### config.mk
export PLATFORM = sky130hd
export DESIGN_NAME = dmem_responder_flat
export DESIGN_NICKNAME = d
export VERILOG_FILES = /design/src/rtl/dmem_responder_if.sv /design/src/rtl/dmem_responder.sv /design/src/flat_wrapper.sv
export SDC_FILE = /design/constraint.sdc
export NUM_CORES = 2
export LEC_CHECK = 0
export CAP_MARGIN = 20
export CORE_AREA = 2 2 488 683
export DETAILED_ROUTE_END_ITERATION = 16
export DIE_AREA = 0 0 490 685
export GPL_ROUTABILITY_DRIVEN = 0
export GPL_TIMING_DRIVEN = 1
export RECOVER_POWER = 100
export SLEW_MARGIN = 20
export SYNTH_ARGS = -nofsm -noshare
export SYNTH_HDL_FRONTEND = slang
export SYNTH_SLANG_ARGS = --single-unit
### constraint.sdc
create_clock -name clock -period 8.97 [get_ports clock]
set_input_delay 0.897 -clock clock [delete_from_list [all_inputs] [get_ports clock]]
set_output_delay 0.897 -clock clock [all_outputs]
set_load 0.005 [all_outputs]
### src/rtl/dmem_responder_if.sv
// Request/response bundle between the CPU load/store path and the data-memory responder.
// The requester drives req/we/addr/wdata; the responder drives ready/rdata/err.
interface dmem_responder_if #(
  parameter int ADDR_WIDTH = 32
);
  logic                  req;
  logic                  we;
  logic [ADDR_WIDTH-1:0] addr;
  logic [31:0]           wdata;
  logic                  ready;
  logic [31:0]           rdata;
  logic                  err;

  modport master (
    output req, we, addr, wdata,
    input  ready, rdata, err
  );

  modport slave (
    input  req, we, addr, wdata,
    output ready, rdata, err
  );
endinterface

### src/rtl/dmem_responder.sv
// Wait-state data-memory responder: accepts one word access, stalls for WAIT_STATES
// cycles, commits the store or fetches the load, then pulses ready for one cycle.
module dmem_responder #(
  parameter int DEPTH_WORDS = 64,
  parameter int ADDR_WIDTH  = 32,
  parameter int WAIT_STATES = 2
) (
  input logic             clock,
  input logic             reset,
  dmem_responder_if.slave bus
);

  localparam int IDX_W = $clog2(DEPTH_WORDS);
  localparam logic [3:0] CNT_INIT = (WAIT_STATES == 0) ? 4'd0 : 4'(WAIT_STATES - 1);
  localparam logic [ADDR_WIDTH-1:0] DEPTH_A = ADDR_WIDTH'(DEPTH_WORDS);

  typedef enum logic [1:0] {IDLE, WAIT, RESP} state_e;

  logic [31:0] data_memory [0:DEPTH_WORDS-1];

  state_e                state_q, state_d;
  logic [3:0]            cnt_q, cnt_d;
  logic                  we_q, we_d;
  logic [ADDR_WIDTH-1:0] addr_q, addr_d;
  logic [31:0]           wdata_q, wdata_d;
  logic [31:0]           rspData_q;
  logic                  rspErr_q;
  logic                  ready_q;
  logic [31:0]           rdata_q;
  logic                  err_q;

  logic                  accWe;
  logic [ADDR_WIDTH-1:0] accAddr;
  logic [31:0]           accWdata;
  logic                  accBad;
  logic [IDX_W-1:0]      accIdx;
  logic                  enterResp;
  logic                  memWe;
  logic [31:0]           loadData;

  // With zero wait states the access enters RESP straight from IDLE, so the live
  // bus fields are used; otherwise the fields latched at acceptance apply.
  assign accWe    = (state_q == IDLE) ? bus.we    : we_q;
  assign accAddr  = (state_q == IDLE) ? bus.addr  : addr_q;
  assign accWdata = (state_q == IDLE) ? bus.wdata : wdata_q;
  assign accBad   = (accAddr[1:0] != 2'b00) || ({2'b00, accAddr[ADDR_WIDTH-1:2]} >= DEPTH_A);
  assign accIdx   = accAddr[IDX_W+1:2];
  assign memWe    = enterResp && accWe && !accBad && reset;
  assign loadData = (!accWe && !accBad) ? data_memory[accIdx] : 32'd0;

  always_comb begin
    state_d   = state_q;
    cnt_d     = cnt_q;
    we_d      = we_q;
    addr_d    = addr_q;
    wdata_d   = wdata_q;
    enterResp = 1'b0;
    case (state_q)
      IDLE: begin
        if (bus.req) begin
          we_d    = bus.we;
          addr_d  = bus.addr;
          wdata_d = bus.wdata;
          if (WAIT_STATES == 0) begin
            state_d   = RESP;
            enterResp = 1'b1;
          end else begin
            state_d = WAIT;
            cnt_d   = CNT_INIT;
          end
        end
      end
      WAIT: begin
        if (cnt_q == 4'd0) begin
          state_d   = RESP;
          enterResp = 1'b1;
        end else begin
          cnt_d = cnt_q - 4'd1;
        end
      end
      RESP:    state_d = IDLE;
      default: state_d = IDLE;
    endcase
  end

  // The response is captured when RESP is entered and presented on the outputs one
  // edge later, so ready/rdata/err come straight from flops.
  always_ff @(posedge clock or negedge reset) begin
    if (!reset) begin
      state_q   <= IDLE;
      cnt_q     <= 4'd0;
      we_q      <= 1'b0;
      addr_q    <= '0;
      wdata_q   <= 32'd0;
      rspData_q <= 32'd0;
      rspErr_q  <= 1'b0;
      ready_q   <= 1'b0;
      rdata_q   <= 32'd0;
      err_q     <= 1'b0;
    end else begin
      state_q <= state_d;
      cnt_q   <= cnt_d;
      we_q    <= we_d;
      addr_q  <= addr_d;
      wdata_q <= wdata_d;
      if (enterResp) begin
        rspData_q <= loadData;
        rspErr_q  <= accBad;
      end
      ready_q <= (state_q == RESP);
      rdata_q <= (state_q == RESP) ? rspData_q : 32'd0;
      err_q   <= (state_q == RESP) && rspErr_q;
    end
  end

  always_ff @(posedge clock) begin
    if (memWe) begin
      data_memory[accIdx] <= accWdata;
    end
  end

  assign bus.ready = ready_q;
  assign bus.rdata = rdata_q;
  assign bus.err   = err_q;

endmodule

### src/flat_wrapper.sv
// flat-port wrapper written by rule: the top's interface ports become plain ports
module dmem_responder_flat 
#(
  parameter int DEPTH_WORDS = 64,
  parameter int ADDR_WIDTH  = 32,
  parameter int WAIT_STATES = 2
)
  (clock, reset, bus_req, bus_we, bus_addr, bus_wdata, bus_ready, bus_rdata, bus_err);
  dmem_responder_if #(.ADDR_WIDTH(ADDR_WIDTH)) bus_i ();
  input logic clock;
  input logic reset;
  input wire logic [$bits(bus_i.req)-1:0] bus_req;
  input wire logic [$bits(bus_i.we)-1:0] bus_we;
  input wire logic [$bits(bus_i.addr)-1:0] bus_addr;
  input wire logic [$bits(bus_i.wdata)-1:0] bus_wdata;
  output wire logic [$bits(bus_i.ready)-1:0] bus_ready;
  output wire logic [$bits(bus_i.rdata)-1:0] bus_rdata;
  output wire logic [$bits(bus_i.err)-1:0] bus_err;
  assign bus_i.req = bus_req;
  assign bus_i.we = bus_we;
  assign bus_i.addr = bus_addr;
  assign bus_i.wdata = bus_wdata;
  assign bus_ready = bus_i.ready;
  assign bus_rdata = bus_i.rdata;
  assign bus_err = bus_i.err;
  dmem_responder #(.DEPTH_WORDS(DEPTH_WORDS), .ADDR_WIDTH(ADDR_WIDTH), .WAIT_STATES(WAIT_STATES)) u_core (.clock(clock), .reset(reset), .bus(bus_i));
endmodule
# Yosys cells after proc, flatten, opt, wreduce, memory -nomap -nowiden
# Memory sizes are Yosys's and may differ from the RTL's.
# Index checks and enable logic that the tools add are counted.
[totals]
output_inout_bits = 34
regBits = 138
word_cells = 48
memories = 1
in_bits = 68
latchBits = 0
romBits = 0
ram_bits = 2048
[op_classes]
n_div = 0
shift = 0
bitwise = 0
n_mul = 0
n_eq_ne = 5
muxes = 15
n_addsub = 1
order_cmp = 1
reduce_logical = 15
[mem_list]
columns = ["memory", "words", "word_bits", "read_ports", "rd_clocked_by_memory_dff", "wr", "line_no", "rtl"]
rows = [
  ["u_core.data_memory", 64, 32, 1, 0, 1, "dmem_responder.sv:19", "logic [31:0] data_memory [0:DEPTH_WORDS-1];"],
]
[op_table]
columns = ["operator", "n"]
rows = [
  ["2-to-1 mux 32 bit", 4],
  [">= comparator 30 x 7 -> 1 bit (second input constant)", 1],
  ["2-to-1 mux 4 bit", 2],
  ["case mux 4 bit (2 select lines)", 1],
  ["logical AND 1 bit", 5],
  ["2-to-1 mux 1 bit", 5],
  ["logical NOT 4 bit", 1],
  ["2-to-1 mux 2 bit", 2],
  ["inequality test 2 bit (second input constant)", 2],
  ["case mux 2 bit (2 select lines)", 1],
  ["AND reduction 2 bit", 2],
  ["nonzero test 2 bit", 2],
  ["subtractor 4 x 1 -> 4 bit (second input constant)", 1],
  ["AND reduction 3 bit", 1],
  ["equality test 2 x 1 -> 1 bit (second input constant)", 1],
  ["equality test 2 bit (second input constant)", 1],
  ["logical NOT 1 bit", 2],
  ["logical NOT 2 bit", 1],
  ["inequality test 2 x 1 -> 1 bit (second input constant)", 1],
  ["logical OR 1 bit", 1],
]

# Depth between registers and ports, before layout
[depth]
word_depth = 9
mapped_depth = 13
depth_no_buf = 10

# Worst setup path before layout
# OpenSTA, ideal clock, no wires.
[synth_timing]
path_type = "input to register"
startpoint = "in bus_addr[14]"
endpoint = "mem u_core.data_memory[51][0] (enable)"
t_required_ns = 8.509
setup_ns = 0.461
t_arrival_ns = 4.317
path_slack_ns = 4.192
n_path_buf = 0
cell_stages = 7
cell_sequence = "nor4_1 > nand4_1 > nor2_1 > o21ai_0 > nor3b_2 > inv_1 > nor3_1"
[synth_via]
elab_chain_cells = 8
[synth_rtl]
columns = ["item", "line_no", "rtl"]
rows = [
  ["start, declared", "flat_wrapper.sv:14", "input wire logic [$bits(bus_i.addr)-1:0] bus_addr;"],
  ["2-to-1 mux 32 bit", "dmem_responder.sv:44", "assign accAddr = (state_q == IDLE) ? bus.addr : addr_q;"],
  [">= comparator 30 x 7 -> 1 bit", "dmem_responder.sv:46", "assign accBad = (accAddr[1:0] != 2'b00) || ({2'b00, accAddr[ADDR_WIDTH-1:2]} >= DEPTH_A);"],
  ["logical OR 1 bit", "dmem_responder.sv:46", ""],
  ["logical NOT 1 bit", "dmem_responder.sv:48", "assign memWe = enterResp && accWe && !accBad && reset;"],
  ["logical AND 1 bit (2 in series)", "dmem_responder.sv:48", ""],
  ["2-to-1 mux 1 bit", "dmem_responder.sv:117", "if (memWe) begin"],
  ["2-to-1 mux 1 bit (implied by the code)", "dmem_responder.sv:118", "data_memory[accIdx] <= accWdata;"],
  ["end, declared", "dmem_responder.sv:19", ""],
]
# Every way passes these cells.

# Final worst setup path
[layout_timing]
startpoint = "reg u_core.state_q[1]"
endpoint = "mem u_core.data_memory[17][4] (data pin)"
[layout_via]
elab_chain_cells = 2
[layout_rtl]
columns = ["item", "line_no", "rtl"]
rows = [
  ["start, declared", "dmem_responder.sv:21", "state_e state_q, state_d;"],
  ["start signal, assigned", "dmem_responder.sv:101", "state_q <= state_d;"],
  ["logical NOT 2 bit", "dmem_responder.sv:45", "assign accWdata = (state_q == IDLE) ? bus.wdata : wdata_q;"],
  ["2-to-1 mux 32 bit", "dmem_responder.sv:45", ""],
  ["via u_core.accWdata[4]", "dmem_responder.sv:34", "logic [31:0] accWdata;"],
]
# The timed path passes the listed nets, and every way through them passes these cells.

==> reports/results.ini <==
[outcome]
status = complete, but fails checks
violations = capacitance limit, slew limit

[synth]
ys_seq_elements = 2186
synth_top_area_frac = 0.749
async_flop_share = 0.0631
post_synth_instance_area_mm2 = 0.0821
ys_warn_count = 0
syn_nets = 5357
synth-edff-count = 2048
ys_seq_area_frac = 0.791
yosys-top-cells-area = edfxtp_1 75%, dfrtp_1 4.2%, o22ai_1 3.9%
ys_types = 72
avgSynthCellArea_um2 = 15.5
synth.largest_area_cell = edfxtp_1
netlist_instances = 5288
synthFlopType = edfxtp_1

[setup_path]
crit_type = reg -> reg
required_ns = 8.98
cp-start-kind = flop
cp_data_arrival_time_ns = 6.83
critPathCaptureType = flop
critical_path.cell_chain = nor2_1 > clkbuf_1 > nand2_1 > nand2_4 > clkbuf_1
critPathMaxFanout = 64
critPathMaxStageDelay_ns = 2.87
cpMostUsedCell = clkbuf_1
slowest_stage = clkbuf_1
crit_family = buffers and inverters
crit_buf_inv = 2

[sta]
period_share = 0.761
rsz0062_at_grt = no
skew_ns = 0.0791
worst_pin_slew_ns = 4.29
setup-tns-final_ns = 0
finalHoldViolCount = 0
finalSetupViolCount = 0
fmax_mhz = 147
timing.slew.headroom = -1.86
slew_viol_final = 2299
min_period_ns = 6.82

[grt]
grt_max_degree = 138
grt_use_met2 = 0.273
grt_usage = 0.171
gr-usage-met3 = 0.0385
use_met1 = 0.196
antenna_found_initial = 35
grt_busiest_layer = met2
grt_pass1_wl_um = 409000
grt_overflow = 0
grt_pass1_vias = 50400

[cells_and_area]
drive_above_1_share = 0.111
layout_common_cells = 2048 x edfxtp_1, 611 x nand2_1, 509 x o22ai_1
layout_commonest_cell = edfxtp_1
syn_to_final_growth_pct = 17.5
fin_cells = 10000
design_area_mm2 = 0.0964
nets = 5515

[clock_tree]
cts_buffers = 194
cts_hold_buf = 0
htree_levels = 4
cts.reportedPaths.clkPinSlew_ns = 0.06
post_cts_resized = 0
clock_latency_ns = 0.88
clockBufferDepth = 4
cts.sinks = 2186
cts_setup_buffers = 0
cts_tree = done
cts_root_buffer = clkbuf_16

[flow_run]
cap_viol_max_count = 49

[power_and_ir_drop]
total_power_uw = 34900
leakage_uw = 0.0302
vdd.ir_drop.worst_mv = 0.409
power-per-cell-area_mw_per_mm2 = 362

[min_path]
hp-class = reg -> reg

[floorplan]
dieHeight_um = 685
die_w_um = 490
start_util = 0.249
ios = 102
core_area_mm2 = 0.330
dieArea_mm2 = 0.336
fp-row-count = 250

[detailed_routing]
vias = 52600
ant_nets = 0
via_per_inst = 5.25
wl_per_cell_um = 30.0
dr.pass1.iters = 6
wirelength_um = 301000
drt_iter0_markers = 8583
drcViolationCount = 0

[placed_design]
dp_hpwl_um = 183000
dp_cells = 9656
io_buffers = 101
dpl_cell_area_mm2 = 0.0904

routing by layer:
metal / part of all wire / up-vias
met5: 0.00029 / -
met4: 0.097 / 14
met3: 0.11 / 898
met2: 0.46 / 3862
met1: 0.33 / 26700
li1: - / 21100
flip-flops by register name, indices dropped and copies added, names as in the netlist:
signal / cells
u_core.data_memory: 2048
u_core.addr_q: 32
u_core.bus.rdata: 32
u_core.rspData_q: 32
u_core.wdata_q: 32
u_core.cnt_q: 4
u_core.state_q: 2
u_core.bus.err: 1
u_core.bus.ready: 1
u_core.rspErr_q: 1
u_core.we_q: 1
per-stage QoR:
stage / util / hold WS, ns / setup slack (ns)
global route: 0.292 / 0.518 / 1.74
floorplan: - / 0.440 / 4.19
CTS: 0.293 / 0.0603 / 3.60
global placement: 0.270 / 0.470 / 3.03
detailed placement: 0.274 / 0.476 / 3.11
finish: 0.292 / 0.489 / 2.15
worst paths after layout:
path	endpoint	start	slack, ns	cells after the start
setup / recovery	u_core.data_memory[17][4]	u_core.state_q[1]	2.15	5
setup reg to reg	u_core.data_memory[17][4]	u_core.state_q[1]	2.15	5
hold reg to reg	u_core.rspErr_q	u_core.rspErr_q	0.49	1
max in group asynchronous	u_core.bus.rdata[3]	reset	2.72	3
hold / removal	u_core.rspErr_q	u_core.rspErr_q	0.49	1
min in group asynchronous	u_core.wdata_q[8]	reset	1.57	1
layout make-up:
class	count	area, um2
diodes	13	32.5
inverters	18	67.6
clock inverters	105	1170
flip-flops and latches	2186	65000
clock buffers	245	5220
well taps	4410	5520
multi-input cells	2750	15900
repair buffers	296	3530
fillers	32500	234000
synth_stat cells (all sizes together) (68+ instances only):
cell and instances:
nor3 86, nand3 78, nand2 622, nor4 86, a22oi 80, dfrtp 138
nor2 266, a31oi 68, o22ai 509, a21oi 432, o21ai 94, clkbuf 90
edfxtp 2048, buf 244
power breakdown:
| group | internal (uW) | switching (uW) |
|---|---|---|
| logic | 2390 | 10000 |
| registers | 13800 | 130 |
| clock network | 4820 | 3740 |
logic make-up after synthesis:
| kind of cell | share of synthesized area |
|---|---|
| muxes | 0.0139 |
| AOI/OAI and AO/OA | 0.110 |
| and+or+nand+nor | 0.0637 |
| buffers and inverters | 0.0209 |
| DFF | 0.791 |
| xor gates and xnor gates | 0.000213 |
| adders and majority gates | 0.000152 |
worst reg2reg max path: cells and delay by family, from the launching register on:
family                 cells  cell delay, ns
flip-flops                 1            0.52
buffers and inverters      2            4.59
AND/OR/NAND/NOR            3            0.71
Power figures use the tool's default switching activity.
